`config.mk`:
```
export PLATFORM = sky130hd
export DESIGN_NAME = mirfak_wb_stage
export DESIGN_NICKNAME = d
export VERILOG_FILES = /design/src/rtl/mirfak_wb_stage.sv
export SDC_FILE = /design/constraint.sdc
export NUM_CORES = 1
export LEC_CHECK = 0
export ABC_AREA = 0
export CAP_MARGIN = 20
export CORE_AREA = 2 2 161 163
export DETAILED_ROUTE_END_ITERATION = 10
export DIE_AREA = 0 0 163 165
export PLACE_DENSITY = 0.66
export SYNTH_ARGS = -nofsm -noshare
export SYNTH_HDL_FRONTEND = slang
export SYNTH_SLANG_ARGS = --single-unit
```
`constraint.sdc`:
```
create_clock -name clk_i -period 5 [get_ports clk_i]
set_input_delay 1 -clock clk_i [delete_from_list [all_inputs] [get_ports clk_i]]
set_output_delay 1 -clock clk_i [all_outputs]
set_load 0.05 [all_outputs]
```
`src/rtl/mirfak_wb_stage.sv`:
```
// Writeback stage: Wishbone classic load/store, load align/extend, exception select, RF write.
// Non-memory ops complete combinationally; aligned memops take 2 + wait cycles with wb_busy_o stalling upstream.
module mirfak_wb_stage (
  input  logic        clk_i,
  input  logic        rst_i,
  input  logic [31:0] wb_pc_i,
  input  logic [31:0] wb_instruction_i,
  input  logic [31:0] wb_ex_mtval_i,
  input  logic [31:0] wb_alu_result_i,
  input  logic [31:0] wb_lsu_wdata_i,
  input  logic        wb_ex_exception_i,
  input  logic [3:0]  wb_ex_xcause_i,
  input  logic        wb_bubble_i,
  input  logic        wb_is_load_i,
  input  logic        wb_is_store_i,
  input  logic        wb_regwrite_i,
  output logic [31:0] dwbm_addr_o,
  output logic [31:0] dwbm_dat_o,
  output logic [3:0]  dwbm_sel_o,
  output logic        dwbm_cyc_o,
  output logic        dwbm_stb_o,
  output logic        dwbm_we_o,
  input  logic [31:0] dwbm_dat_i,
  input  logic        dwbm_ack_i,
  input  logic        dwbm_err_i,
  output logic        rf_we_o,
  output logic [4:0]  rf_waddr_o,
  output logic [31:0] rf_wdata_o,
  output logic [31:0] wb_fwd_data_o,
  output logic        wb_exception_o,
  output logic [3:0]  wb_xcause_o,
  output logic [31:0] wb_mtval_o,
  output logic [31:0] wb_exc_pc_o,
  output logic        wb_retire_o,
  output logic        wb_busy_o
);

  localparam logic [1:0] S_IDLE   = 2'd0;
  localparam logic [1:0] S_ACCESS = 2'd1;
  localparam logic [1:0] S_DONE   = 2'd2;

  logic [1:0]  state_q;
  logic        cyc_q;
  logic [31:0] ld_data_q;
  logic        fault_q;

  logic [2:0]  funct3;
  logic [4:0]  rd;
  logic [31:0] addr;
  logic        valid;
  logic        memop;
  logic        misaligned;
  logic        aligned_memop;
  logic        completion;
  logic        ex_in;
  logic        bus_fault;
  logic        exc;
  logic [3:0]  st_sel;
  logic [31:0] st_dat;
  logic [7:0]  ld_byte;
  logic [15:0] ld_half;
  logic [31:0] ld_ext;

  logic unused_instr_bits;
  assign unused_instr_bits = ^{wb_instruction_i[31:15], wb_instruction_i[6:0]};

  assign funct3 = wb_instruction_i[14:12];
  assign rd     = wb_instruction_i[11:7];
  assign addr   = wb_alu_result_i;
  assign valid  = !wb_bubble_i && !wb_ex_exception_i;
  assign memop  = valid && (wb_is_load_i || wb_is_store_i);

  always_comb begin
    misaligned = 1'b0;
    case (funct3[1:0])
      2'b00:   misaligned = 1'b0;
      2'b01:   misaligned = addr[0];
      default: misaligned = (addr[1:0] != 2'b00);
    endcase
    misaligned = misaligned && memop;
  end

  assign aligned_memop = memop && !misaligned;

  always_comb begin
    st_sel = 4'b1111;
    st_dat = wb_lsu_wdata_i;
    if (wb_is_store_i) begin
      case (funct3[1:0])
        2'b00: begin
          st_sel = 4'b0001 << addr[1:0];
          st_dat = {4{wb_lsu_wdata_i[7:0]}};
        end
        2'b01: begin
          st_sel = addr[1] ? 4'b1100 : 4'b0011;
          st_dat = {2{wb_lsu_wdata_i[15:0]}};
        end
        default: st_sel = 4'b1111;
      endcase
    end
  end

  always_ff @(posedge clk_i or posedge rst_i) begin
    if (rst_i) begin
      state_q     <= S_IDLE;
      cyc_q       <= 1'b0;
      dwbm_we_o   <= 1'b0;
      dwbm_sel_o  <= 4'b0000;
      dwbm_addr_o <= 32'h0;
      dwbm_dat_o  <= 32'h0;
      ld_data_q   <= 32'h0;
      fault_q     <= 1'b0;
    end else begin
      case (state_q)
        S_IDLE: begin
          if (aligned_memop) begin
            dwbm_addr_o <= addr;
            dwbm_dat_o  <= st_dat;
            dwbm_sel_o  <= st_sel;
            dwbm_we_o   <= wb_is_store_i;
            cyc_q       <= 1'b1;
            state_q     <= S_ACCESS;
          end
        end
        S_ACCESS: begin
          // err takes precedence over a simultaneous ack
          if (dwbm_ack_i || dwbm_err_i) begin
            cyc_q   <= 1'b0;
            fault_q <= dwbm_err_i;
            if (!dwbm_we_o) ld_data_q <= dwbm_dat_i;
            state_q <= S_DONE;
          end
        end
        S_DONE:  state_q <= S_IDLE;
        default: state_q <= S_IDLE;
      endcase
    end
  end

  assign dwbm_cyc_o = cyc_q;
  assign dwbm_stb_o = cyc_q;

  assign ld_byte = ld_data_q[{addr[1:0], 3'b000} +: 8];
  assign ld_half = addr[1] ? ld_data_q[31:16] : ld_data_q[15:0];

  always_comb begin
    case (funct3)
      3'b000:  ld_ext = {{24{ld_byte[7]}}, ld_byte};
      3'b001:  ld_ext = {{16{ld_half[15]}}, ld_half};
      3'b100:  ld_ext = {24'h0, ld_byte};
      3'b101:  ld_ext = {16'h0, ld_half};
      default: ld_ext = ld_data_q;
    endcase
  end

  assign completion = ((state_q == S_IDLE) && !aligned_memop) || (state_q == S_DONE);
  assign ex_in      = wb_ex_exception_i && !wb_bubble_i;
  assign bus_fault  = (state_q == S_DONE) && fault_q;
  assign exc        = completion && (ex_in || misaligned || bus_fault);

  always_comb begin
    wb_xcause_o = 4'd0;
    wb_mtval_o  = 32'h0;
    if (exc) begin
      if (ex_in) begin
        wb_xcause_o = wb_ex_xcause_i;
        wb_mtval_o  = wb_ex_mtval_i;
      end else if (misaligned) begin
        wb_xcause_o = wb_is_load_i ? 4'd4 : 4'd6;
        wb_mtval_o  = addr;
      end else begin
        wb_xcause_o = wb_is_load_i ? 4'd5 : 4'd7;
        wb_mtval_o  = addr;
      end
    end
  end

  assign wb_exception_o = exc;
  assign wb_exc_pc_o    = wb_pc_i;
  assign rf_we_o        = completion && valid && wb_regwrite_i && (rd != 5'd0) && !exc;
  assign rf_waddr_o     = rd;
  assign rf_wdata_o     = wb_is_load_i ? ld_ext : wb_alu_result_i;
  assign wb_fwd_data_o  = rf_wdata_o;
  assign wb_retire_o    = completion && !wb_bubble_i && !exc;
  assign wb_busy_o      = ((state_q == S_IDLE) && aligned_memop) || (state_q == S_ACCESS);

endmodule

```
======== Word-level counts from Yosys, hierarchy flattened ========
Index checks and enable logic that the tools add are counted.
word-level totals
  memory bits (writable) .................. 0
  register bits ........................... 105
  memory bits (read-only) ................. 0
  bits in latches ......................... 0
  output and inout port bits .............. 212
  memories kept ........................... 0
cells by class
  reduce and logical (&&, ||, !) cells .... 37
  add/subtract/negate cells ............... 0
  equality and inequality tests ........... 8
  magnitude comparators ................... 0
  divide/modulo/power cells ............... 0
  $mul .................................... 0
  bitwise gates (word level) .............. 1
  shift operators ......................... 2
  muxes and demuxes ....................... 22
operators with widths
  operator             number
  $mux 32              4
  $pmux 32 s4          1
  $pmux 32 s2          1
  $shiftx 32x6->8      1
  $mux 16              1
  $mux 4               4
  $logic_and 1x1->1    15
  $mux 2               5
  $pmux 4 s2           1
  $eq 3x3->1 const B   2
  $logic_or 1x1->1     6
  $reduce_and 2->1     3
  $reduce_and 3->1     2
  $logic_not 1->1      5
  $reduce_bool 5->1    1
  $eq 2x1->1 const B   2
  $logic_not 2->1      2
  $ne 2x2->1 const B   2
  $pmux 1 s2           2
  $pmux 2 s2           1
  $reduce_bool 2->1    2
  $shl 1x2->4 const A  1
  $eq 3x1->1 const B   1
  $logic_not 3->1      1
  other kinds (3)      4

======== Depth between registers and ports, before layout ========
Gate-level depths: netlist of run 1.
  depth after elaboration ................. 13
  depth in mapped cells ................... 8

======== Worst setup path after synthesis of run 1 ========
Ideal clock, no wire load.
  path type ............................... in2out
  start ................................... in wb_alu_result_i[1]
  end ..................................... out wb_fwd_data_o[22]
  arrival time ............................ 3.795 ns
  required time ........................... 4.000 ns
  setup slack ............................. 0.205 ns
  buffers on the path ..................... 4
  stages .................................. 8
  cells stage by stage .................... buf_2 or2_2 o22a_1 and3_1 clkbuf_1 buf_2 a221oi_1 buf_4
on the way
  word-level cells in the longest chain between the ends .. 3
  elaborated cells on any way between the ends .. 4
  those cells by class .................... shift (1); mux (3)
ends and longest elaborated chain
  what                                               line      RTL
  start, declared                                    9         input logic [31:0] wb_alu_result_i,
  $shiftx 32x6->8 / $mux 16 (equally long branches)  143, 144
  $pmux 32 s4 *                                      147       case (funct3)
  $mux 32 *                                          182       assign rf_wdata_o = wb_is_load_i ? ld_ext : wb_alu_result_i;
  end, declared                                      29        output logic [31:0] wb_fwd_data_o,
Every way passes the cells marked *; elsewhere a longest branch is shown, timed or not.

======== Worst setup path in the final report of run 1 ========
  start ................................... in wb_instruction_i[12]
  end ..................................... out rf_wdata_o[27]
on the way
  word-level cells in the longest chain between the ends .. 3
  elaborated cells on any way between the ends .. 6
  those cells by class .................... eq/ne (3); mux (2); reduce/logical (1)
ends and longest elaborated chain
  what                                line  RTL
  start, declared                     7     input logic [31:0] wb_instruction_i,
  $eq 3x3->1 (tied with other cells)  147
  $pmux 32 s4 *                       147
  $mux 32 *                           182
  end, declared                       28    output logic [31:0] rf_wdata_o,
Marks and branches as above.

==> reports/results.tsv, run 1 <==
stage	metric	value	unit
timing	tightestPinTransition	1.003	ns
floorplanning	die_w	163	um
timing	report.final.slew_viol_count	0	
grt	grtUsageTotal	19.50	%
timing	skew	0.01522	ns
route	drt-total-wl	26600	um
final_layout	layout-drive-gt1-share	22.34	%
timing	finalSetupViolations	0	
synth	syn_area	6460	um2
synth	ys_warn_count	0	
placed_design	gp_congestion	0.7927	
clock_network	cts_sinks	105	
floorplanning	coreArea	25040	um2
route	dr_wl_met3	2326	um
clock_network	clkTransAtPathRegs	0.07	ns
final_layout	instances_no_fill	1271	
synth	ys_seq_elements	105	
hold_path	min-delay-start	dwbm_addr_o[30]	
timing	relSlewSlack	32.98	%
worst_setup_path	cp_max_fo	16	
worst_setup_path	critPathRequiredTime	4.00	ns
synth	ys_types	37	
final_layout	area_delta_synth_final	68.95	%
hold_path	min_path_type	reg -> reg	
power	p_per_area	480.5	nW/um2
run	drv_cap	0	
clock_network	clk_latency	0.36	ns
clock_network	ctsHtreeMaxLevel	3	
synth	syn_inst	681	
grt	grt_pass1_wl	39010	um
run_status	status	finished, final reports clean	
route	drcViolationCount	0	
power	p_total	5244	uW
route	dr_wl_met2	13650	um
clock_network	numCtsBuffers	9	
power	vdd_drop_max	0.0002308	V
route	vias	6086	
timing	fmax	224.3	MHz
clock_network	post_cts_buffers	0	
worst_setup_path	crit_arrival	3.46	ns
route	drtPass1Iterations	4	
timing	tns	0	ns
power	leakage	0.004544	uW
worst_setup_path	end_kind	primary output	
synth	seq_area_frac_synth	40.67	%
clock_network	clockRootBuffer	clkbuf_16	
clock_network	cts.repair.resized	0	
worst_setup_path	crit_path_start	wb_instruction_i[12]	
clock_network	cts_tree	done	
synth	synth_area_per_cell	9.486	um2
route	routed_via_density	4.788	
route	wl_per_cell	20.93	um
final_layout	finalNetCount	1141	
timing	hold_viol_final	0	
floorplanning	rows	58	
worst_setup_path	path_class	in -> out	
final_layout	layout_common_cells	clkdlybuf4s50_1, nand2_1, dfrtp_1, buf_12, mux2_1	
clock_network	cts_hold_buf	0	
timing	fin_crit	4.459	ns
route	wl_met1	10010	um
placed_design	port_buffers	328	
placed_design	dpl.hpwl	20830	um
grt	grt_max_degree	52	
synth	synth_fp_nets	886	
floorplanning	die_area	26900	um2
final_layout	final_common_cell	clkdlybuf4s50_1	
clock_network	cts_buffer_depth	2	
floorplanning	ios	417	
worst_setup_path	cp-start-kind	input port	
placed_design	placed_cells	1255	
grt	grt-ovfl-total	0	
route	routed.top_layer	met5	
timing	post-route-period-util	89.18	%
timing	rsz0062_at_grt	false	
grt	grt_pass1_vias	6314	
floorplanning	die_h	165	um
grt	antenna_found_initial	5	
route	drtIter0Drc	324	
route	postRouteAntennaNets	0	
worst_setup_path	timing.rr.start	state_q[0]	
floorplanning	initial_core_util	25.80	%
sequential cells by signal, indices dropped and copies added (netlist names):
register     cells
dwbm_we_o        1
dwbm_cyc_o       1
dwbm_addr_o     32
state_q          2
fault_q          1
dwbm_dat_o      32
ld_data_q       32
dwbm_sel_o       4
synthesized netlist by cell type:
cell      count  area share, %
a31oi_1       6           0.58
nand3_1       2           0.15
o22ai_1      12            1.2
nor3b_1       1           0.12
o211ai_1      1           0.12
mux2_1       66             12
buf_4        70            8.1
buf_2         8           0.62
nand2b_1      4           0.39
o21ai_0      42            3.3
buf_6         7            1.2
or2_2         2           0.19
o22a_1        1           0.14
a21o_1        2           0.23
clkbuf_1     31            1.8
or3_1         8           0.77
mux2_2       50            8.7
mux2i_1      11            1.7
nor2_1       27            1.6
a21oi_1      51            4.0
nor4b_4       1           0.37
o21a_1        1           0.12
dfrtp_1     105             41
inv_1        10           0.58
a221oi_1     16            2.2
and2_1        1          0.097
nand4b_1      1           0.14
and3_1        3           0.29
nand2_1     122            7.1
or4_1         1           0.12
nor3b_2       1           0.19
nor2b_1       7           0.68
a22o_1        1           0.14
a31o_2        1           0.14
a211oi_1      1           0.12
a22oi_1       6           0.70
nor3_1        1          0.077
cell type report:
class	count	area [um2]
clock buffers	9	225.2
repair buffers	360	4489
clock inverters	6	50.05
diodes	1	2.502
well taps	330	412.9
multi-input cells	450	3067
fillers	2407	14120
inverters	10	40.04
flip-flops and latches	105	2628
path summary, 6_finish.rpt:
path | end | slack, ns | depth (start not counted)
setup / recovery | rf_wdata_o[27] | 0.54 | 8
hold / removal | dwbm_addr_o[30] | 0.48 | 1
setup reg to reg | ld_data_q[28] | 2.62 | 4
hold reg to reg | dwbm_addr_o[30] | 0.48 | 1
max in group asynchronous | dwbm_addr_o[12] | 3.00 | 3
min in group asynchronous | dwbm_dat_o[14] | 1.07 | 2
metrics by stage:
step	utilization [%]	cell area, um2	worst slack [ns]	hold slack (ns)
finish	43.59	10910	0.5412	0.4847
global route	43.58	10910	0.3761	0.5039
CTS	43.58	10910	0.4814	0.4910
detailed placement	42.48	10640	0.4816	0.4740
global placement	42.48	10640	0.5071	0.4654
floorplan	-	6460	0.2048	0.4663
routing by layer:
metal	vias up	track usage [%]
met1	2953	21.39
met4	6	5.752
met5	-	0
met3	33	6.605
li1	2813	-
met2	281	35.61
critical path, stage by stage:
cell             delay, ns
clkdlybuf4s50_1       0.47
buf_4                 0.22
or2_2                 0.32
o22a_1                0.19
and3_1                0.43
a221oi_1              0.47
buf_4                 0.21
buf_12                0.13
kinds of logic (layout without fill, tap and decap cells):
kind of cell	count (synthesis)	count (layout)	share of synthesized area [%]
AO/OA/AOI/OAI	141	141	12.80
multiplexers	127	127	21.93
flip-flops	105	105	40.67
buffers and inverters	126	385	12.36
AND/OR/NAND/NOR	182	182	12.24
other	0	1	0
power by group:
group	leakage [uW]	internal [uW]	total (uW)	switching, uW
Sequential	0.00125	1150	1380	234
Clock	0.000134	343	702	358
Combinational	0.00316	1330	3160	1830
Total	0.00454	2820	5240	2420
Power figures use the tool's default switching activity.
==> inputs of run 2 (changes only) <==
--- a/config.mk
+++ b/config.mk
@@ -7,10 +7,10 @@
 export LEC_CHECK = 0
 export ABC_AREA = 0
 export CAP_MARGIN = 20
-export CORE_AREA = 2 2 161 163
+export CORE_AREA = 2 2 160 162
 export DETAILED_ROUTE_END_ITERATION = 10
-export DIE_AREA = 0 0 163 165
-export PLACE_DENSITY = 0.66
+export DIE_AREA = 0 0 162 164
+export PLACE_DENSITY = 0.67
 export SYNTH_ARGS = -nofsm -noshare
 export SYNTH_HDL_FRONTEND = slang
 export SYNTH_SLANG_ARGS = --single-unit
==> constraint.sdc (replaced) <==
create_clock -name clk_i -period 5.35 [get_ports clk_i]
set_input_delay 1.07 -clock clk_i [delete_from_list [all_inputs] [get_ports clk_i]]
set_output_delay 1.07 -clock clk_i [all_outputs]
set_load 0.01 [all_outputs]
==> run 2 against run 1 <==
Effect of this change: worst hold slack improved by 0.0032 ns; sequential power decreased by 6%; global-route usage increased by 0.54 points; register-to-register slack better by 0.36 ns; wire length rose by 0.75%; clock power grew 3.6%; via count decreased by 1.5%; sequential share of layout area increased by 2.5 points; die area shrank 1.2%; clock-buffer cell count is 2 higher; final cell count down 1.0%; largest power group unchanged.
==> reports/results.tsv, run 2 (synthesis results as in run 1) <==
stage	metric	value	unit	change
run_status	status	finished, final reports clean		unchanged
floorplanning	die_area	26570	um2	was 26,900 um2
clock_network	cts_tree	done		unchanged
clock_network	cts_hold_buf	0		unchanged
timing	fmax	198.6	MHz	
floorplanning	ios	417		unchanged
power	seq_power_share	36.2	%	was 26.4%
placed_design	gp_congestion	0.7800		was 0.7927
final_layout	num-fill-cells	2502		was 2,407
timing	hold_viol_final	0		unchanged
clock_network	cts.repair.resized	0		unchanged
final_layout	biggestRegsByFlops	dwbm_addr_o (32), dwbm_dat_o (32), ld_data_q (32)		unchanged
clock_network	ctsHtreeMaxLevel	3		unchanged
floorplanning	rows	58		unchanged
route	drtPass1Iterations	4		unchanged
floorplanning	coreArea	24820	um2	was 25,040 um2
route	vias	5994		was 6,086
floorplanning	die_w	162	um	was 163 um
final_layout	utilization	39.85	%	was 43.59%
floorplanning	die_h	164	um	was 165 um
timing	relSlewSlack	29.22	%	was 32.98%
power	p_total	3581	uW	was 5244 uW
clock_network	clkTransAtPathRegs	0.08	ns	was 0.07 ns
final_layout	finalNetCount	1129		was 1,141
grt	grt_max_degree	46		was 52
timing	fin_crit	5.036	ns	
clock_network	clk_latency	0.36	ns	about the same
route	wl_per_cell	21.31	um	was 20.93 um
power	power_switching	1188	uW	was 2423 uW
hold_path	min_path_type	reg -> reg		unchanged
clock_network	cts_buffer_depth	2		unchanged
worst_setup_path	cp_max_fo	22		was 16
grt	grt-ovfl-total	0		unchanged
worst_setup_path	critPathRequiredTime	4.28	ns	was 4.00 ns
power	leakage	0.003978	uW	was 0.004544 uW
power	p_per_area	362.0	nW/um2	was 480.5 nW/um2
timing	finalSetupViolations	0		unchanged
placed_design	pre_cts_ws	0.2744	ns	was 0.4816 ns
clock_network	numCtsBuffers	9		unchanged
grt	antenna_found_initial	1		was 5
grt	grt_pass1_vias	6164		was 6,314
power	pwr-share-comb	43.5	%	was 60.3%
timing	rsz0062_at_grt	false		unchanged
power	vdd_drop_max	0.0001523	V	was 0.0002308 V
timing	tightestPinTransition	1.059	ns	was 1.003 ns
final_layout	layout-drive-gt1-share	10.03	%	was 22.34%
placed_design	port_buffers	328		unchanged
timing	report.final.slew_viol_count	0		unchanged
route	postRouteAntennaNets	0		unchanged
final_layout	final_common_cell	clkdlybuf4s50_1		unchanged
final_layout	layout_common_cells	clkdlybuf4s50_1, nand2_1, dfrtp_1, mux2_1, a21oi_1		was clkdlybuf4s50_1, nand2_1, dfrtp_1, buf_12, mux2_1
route	drt-total-wl	26800	um	was 26,600 um
placed_design	dpl-instance-area	9580	um2	was 10,640 um2
final_layout	area_delta_synth_final	53.11	%	was 68.95%
route	drtIter0Drc	283		was 324
timing	post-route-period-util	94.14	%	
power	switching_share	33.19	%	was 46.21%
power	p_int	2392	uW	was 2821 uW
route	routed_via_density	4.765		was 4.788
timing	tns	0	ns	unchanged
worst_setup_path	crit_arrival	3.97	ns	was 3.46 ns
worst_setup_path	path_class	in -> out		unchanged
grt	grt_pass1_wl	39470	um	was 39,010 um
route	drcViolationCount	0		unchanged
clock_network	cts_sinks	105		unchanged
power	p_clk_share	20.3	%	was 13.4%
run	drv_cap	0		unchanged
placed_design	dpl.hpwl	20590	um	was 20,830 um
timing	setup_slack	0.3136	ns	was 0.5412 ns
floorplanning	initial_core_util	26.03	%	was 25.80%
final_layout	final_cell_area	9891	um2	was 10,910 um2
clock_network	post_cts_buffers	0		unchanged
final_layout	multi_input_area	3067	um2	unchanged
worst_setup_path	end_kind	primary output		unchanged
final_layout	seqCellArea	2628	um2	unchanged
worst_setup_path	cp-start-kind	input port		unchanged
clock_network	clockRootBuffer	clkbuf_16		unchanged
grt	grtUsageTotal	20.04	%	was 19.50%
timing	skew	0.008480	ns	was 0.01522 ns
## run 2: power groups by stage
stage               clock network (uW)  registers [uW]  logic (uW)
finish                             727            1300        1560
global route                       788            1340        1680
CTS                                757            1300        1580
detailed placement                   0            1320        1570
global placement                     0            1310        1560
floorplan                            0            1300         711
## run 2: path summary, 6_finish.rpt
| check | startpoint | end | slack, ns | cells after the start |
|---|---|---|---|---|
| max reg2reg | state_q[0] | ld_data_q[0] | 2.98 | 4 |
| max in group asynchronous | rst_i | state_q[1] | 3.35 | 3 |
| min in group asynchronous | rst_i | dwbm_dat_o[20] | 1.11 | 2 |
| min | dwbm_addr_o[8] | dwbm_addr_o[8] | 0.49 | 1 |
| min reg2reg | dwbm_addr_o[8] | dwbm_addr_o[8] | 0.49 | 1 |
| max | wb_alu_result_i[1] | wb_mtval_o[19] | 0.31 | 8 |
## run 2: layout make-up
cell class              count  share of cell area [%]
clock inverters             3                  0.6831
flip-flops and latches    105                   26.57
inverters                  10                  0.4048
diodes                      1                 0.02530
well taps                 330                   4.175
clock buffers              11                   2.353
multi-input cells         450                   31.01
repair buffers            348                   34.79
## run 2: worst max-delay path: stages
cell and delay [ns]:
clkdlybuf4s50_1 0.69, buf_4 0.19, nor2_1 0.08, nor2_1 0.41, a31oi_4 0.45, buf_4 0.33
a21oi_1 0.15, clkdlybuf4s50_1 0.56
## run 2: stage by stage
stage                     std cells  hold WS, ns
after CTS                      1256       0.4906
final                          1258       0.4879
after floorplan                 681       0.4663
after detailed placement       1242       0.4737
after global placement         1242       0.4658
after global routing           1257       0.5039
## run 2: routing by layer
layer / global-route usage [%] / vias up / share of wire (%)
met5: 0 / - / 0
met4: 4.304 / 0 / 1.3
met3: 5.960 / 19 / 8.1
met1: 23.15 / 2909 / 40
met2: 36.60 / 275 / 51
li1: - / 2791 / -
==> inputs of run 3 (changes only) <==
--- a/config.mk
+++ b/config.mk
@@ -7,10 +7,10 @@
 export LEC_CHECK = 0
 export ABC_AREA = 0
 export CAP_MARGIN = 20
-export CORE_AREA = 2 2 160 162
+export CORE_AREA = 8 8 157 159
 export DETAILED_ROUTE_END_ITERATION = 10
-export DIE_AREA = 0 0 162 164
-export PLACE_DENSITY = 0.67
+export DIE_AREA = 0 0 165 167
+export PLACE_DENSITY = 0.73
 export SYNTH_ARGS = -nofsm -noshare
 export SYNTH_HDL_FRONTEND = slang
 export SYNTH_SLANG_ARGS = --single-unit
==> run 3 against run 2 <==
Effect of this change: worst setup slack got worse by 0.047 ns; non-clock buffer count decreased by 3; wire length increased by 3.9%; critical path type unchanged; highest routed layer is now met5.
==> reports/results.tsv, run 3 (synthesis results as in run 1) <==
stage	metric	value	unit	change
clock_network	clkTransAtPathRegs	0.07	ns	was 0.08 ns
floorplanning	coreArea	22230	um2	was 24,820 um2
floorplanning	ios	417		unchanged
timing	relSlewSlack	30.53	%	was 29.22%
route	dr_wl_met2	13430	um	was 13,560 um
route	drcViolationCount	0		unchanged
grt	grt-ovfl-total	0		unchanged
final_layout	area_delta_synth_final	52.26	%	was 53.11%
final_layout	finalNetCount	1126		was 1,129
timing	tightestPinTransition	1.040	ns	was 1.059 ns
clock_network	cts_buffer_depth	2		unchanged
clock_network	numCtsBuffers	9		unchanged
worst_setup_path	path_class	in -> out		unchanged
grt	grtUsageTotal	19.49	%	was 20.04%
route	wl_per_cell	22.97	um	was 21.31 um
route	postRouteAntennaNets	0		unchanged
timing	holdWs	0.4871	ns	was 0.4879 ns
worst_setup_path	cp_max_fo	16		was 22
timing	skew	0.009054	ns	was 0.008480 ns
clock_network	clk_latency	0.36	ns	about the same
timing	tns	0	ns	unchanged
power	switching_share	34.08	%	was 33.19%
power	p_per_area	362.8	nW/um2	was 362.0 nW/um2
timing	post-route-period-util	95.02	%	was 94.14%
floorplanning	die_w	165	um	was 162 um
floorplanning	initial_core_util	29.06	%	was 26.03%
route	drt-total-wl	27840	um	was 26,800 um
grt	grt_max_degree	76		was 46
final_layout	layout_common_cells	clkdlybuf4s50_1, nand2_1, dfrtp_1, mux2_1, a21oi_1		unchanged
power	p_int	2352	uW	was 2392 uW
timing	hold_viol_final	0		unchanged
clock_network	cts_tree	done		unchanged
timing	report.final.slew_viol_count	0		unchanged
worst_setup_path	cp-start-kind	input port		unchanged
floorplanning	rows	55		was 58
final_layout	biggestRegsByFlops	dwbm_addr_o (32), dwbm_dat_o (32), ld_data_q (32)		unchanged
timing	fin_crit	5.083	ns	was 5.036 ns
floorplanning	die_h	167	um	was 164 um
placed_design	dpl.hpwl	21820	um	was 20,590 um
power	seq_power_share	36.2	%	about the same
placed_design	pre_cts_ws	0.2356	ns	was 0.2744 ns
clock_network	ctsHtreeMaxLevel	3		unchanged
clock_network	cts_sinks	105		unchanged
grt	antenna_found_initial	5		was 1
route	vias	6057		was 5,994
power	leakage	0.003971	uW	was 0.003978 uW
clock_network	clockRootBuffer	clkbuf_16		unchanged
power	p_clk_share	19.7	%	was 20.3%
clock_network	cts.repair.resized	0		unchanged
timing	rsz0062_at_grt	false		unchanged
worst_setup_path	critPathRequiredTime	4.28	ns	about the same
route	drtIter0Drc	342		was 283
run_status	status	finished, final reports clean		unchanged
route	wl_met1	10620	um	was 10,720 um
clock_network	post_cts_buffers	0		unchanged
power	vdd_drop_max	0.0001780	V	was 0.0001523 V
route	routed.top_layer	met5		was met4
final_layout	layout-drive-gt1-share	10.15	%	was 10.03%
run	drv_cap	0		unchanged
timing	finalSetupViolations	0		unchanged
placed_design	port_buffers	328		unchanged
power	power_switching	1216	uW	was 1188 uW
final_layout	final_cell_area	9836	um2	was 9891 um2
placed_design	dpl-instance-area	9502	um2	was 9580 um2
grt	grt_pass1_vias	6368		was 6,164
route	drtPass1Iterations	5		was 4
power	pwr-share-comb	44.1	%	was 43.5%
timing	fmax	196.7	MHz	was 198.6 MHz
route	routed_via_density	4.998		was 4.765
clock_network	cts_hold_buf	0		unchanged
floorplanning	die_area	27560	um2	was 26,570 um2
final_layout	num-fill-cells	2092		was 2,502
grt	grt_pass1_wl	40350	um	was 39,470 um
timing	setup_slack	0.2666	ns	was 0.3136 ns
worst_setup_path	end_kind	primary output		unchanged
final_layout	final_common_cell	clkdlybuf4s50_1		unchanged
hold_path	min_path_type	reg -> reg		unchanged
placed_design	gp_congestion	0.8269		was 0.7800
worst_setup_path	crit_arrival	4.01	ns	was 3.97 ns
route	dr_wl_met3	2939	um	was 2167 um
## run 3: cell count changes in the layout (fill, tap and decap cells not counted), sizes merged
cell      before  now
bufinv         2    1
clkinv         0    2
buf           21   18
clkinvlp       1    2
clkbuf        11    9
inv           10   12
## run 3: critical path, stage by stage
cell and delay [ns]:
clkdlybuf4s50_1 0.79, mux2i_1 0.17, o22a_1 0.23, and3_1 0.41, a221oi_1 0.68, clkdlybuf4s50_1 0.66
## run 3: path summary, 6_finish.rpt
path                                    startpoint               to  slack, ns  depth (start not counted)
worst max-delay path            wb_alu_result_i[0]   rf_wdata_o[16]       0.27                          6
worst min-delay path               dwbm_addr_o[23]  dwbm_addr_o[23]       0.49                          1
worst max register to register          state_q[0]    ld_data_q[14]       2.88                          4
worst min register to register     dwbm_addr_o[23]  dwbm_addr_o[23]       0.49                          1
max in group asynchronous                    rst_i   dwbm_dat_o[18]       3.29                          4
min in group asynchronous                    rst_i   dwbm_dat_o[20]       0.99                          2
## run 3: area by class of cell
class	count	area (um2)	area share, %
repair buffers	345	3438	34.96
multi-input cells	450	3067	31.18
flip-flops and latches	105	2628	26.71
well taps	285	356.6	3.625
clock buffers	9	225.2	2.290
clock inverters	7	78.83	0.8014
inverters	10	40.04	0.4071
diodes	1	2.502	0.02544
## run 3: routing by layer
layer	track usage, %	vias up
li1	-	2782
met1	21.84	2919
met2	32.91	304
met3	7.520	44
met4	6.779	8
met5	0	-
## run 3: power groups by stage
stage | clock [uW] | combinational [uW] | sequential, uW
finish | 703 | 1570 | 1290
global placement | 0 | 1570 | 1300
floorplan | 0 | 711 | 1300
global route | 761 | 1690 | 1330
CTS | 738 | 1590 | 1300
detailed placement | 0 | 1590 | 1310
## run 3: per-stage QoR
step	total power [uW]	utilization, %	std cells
detailed placement	2896	42.75	1194
floorplan	2014	-	681
global placement	2866	42.75	1194
finish	3568	44.25	1212
CTS	3628	44.11	1210
global route	3786	44.25	1212
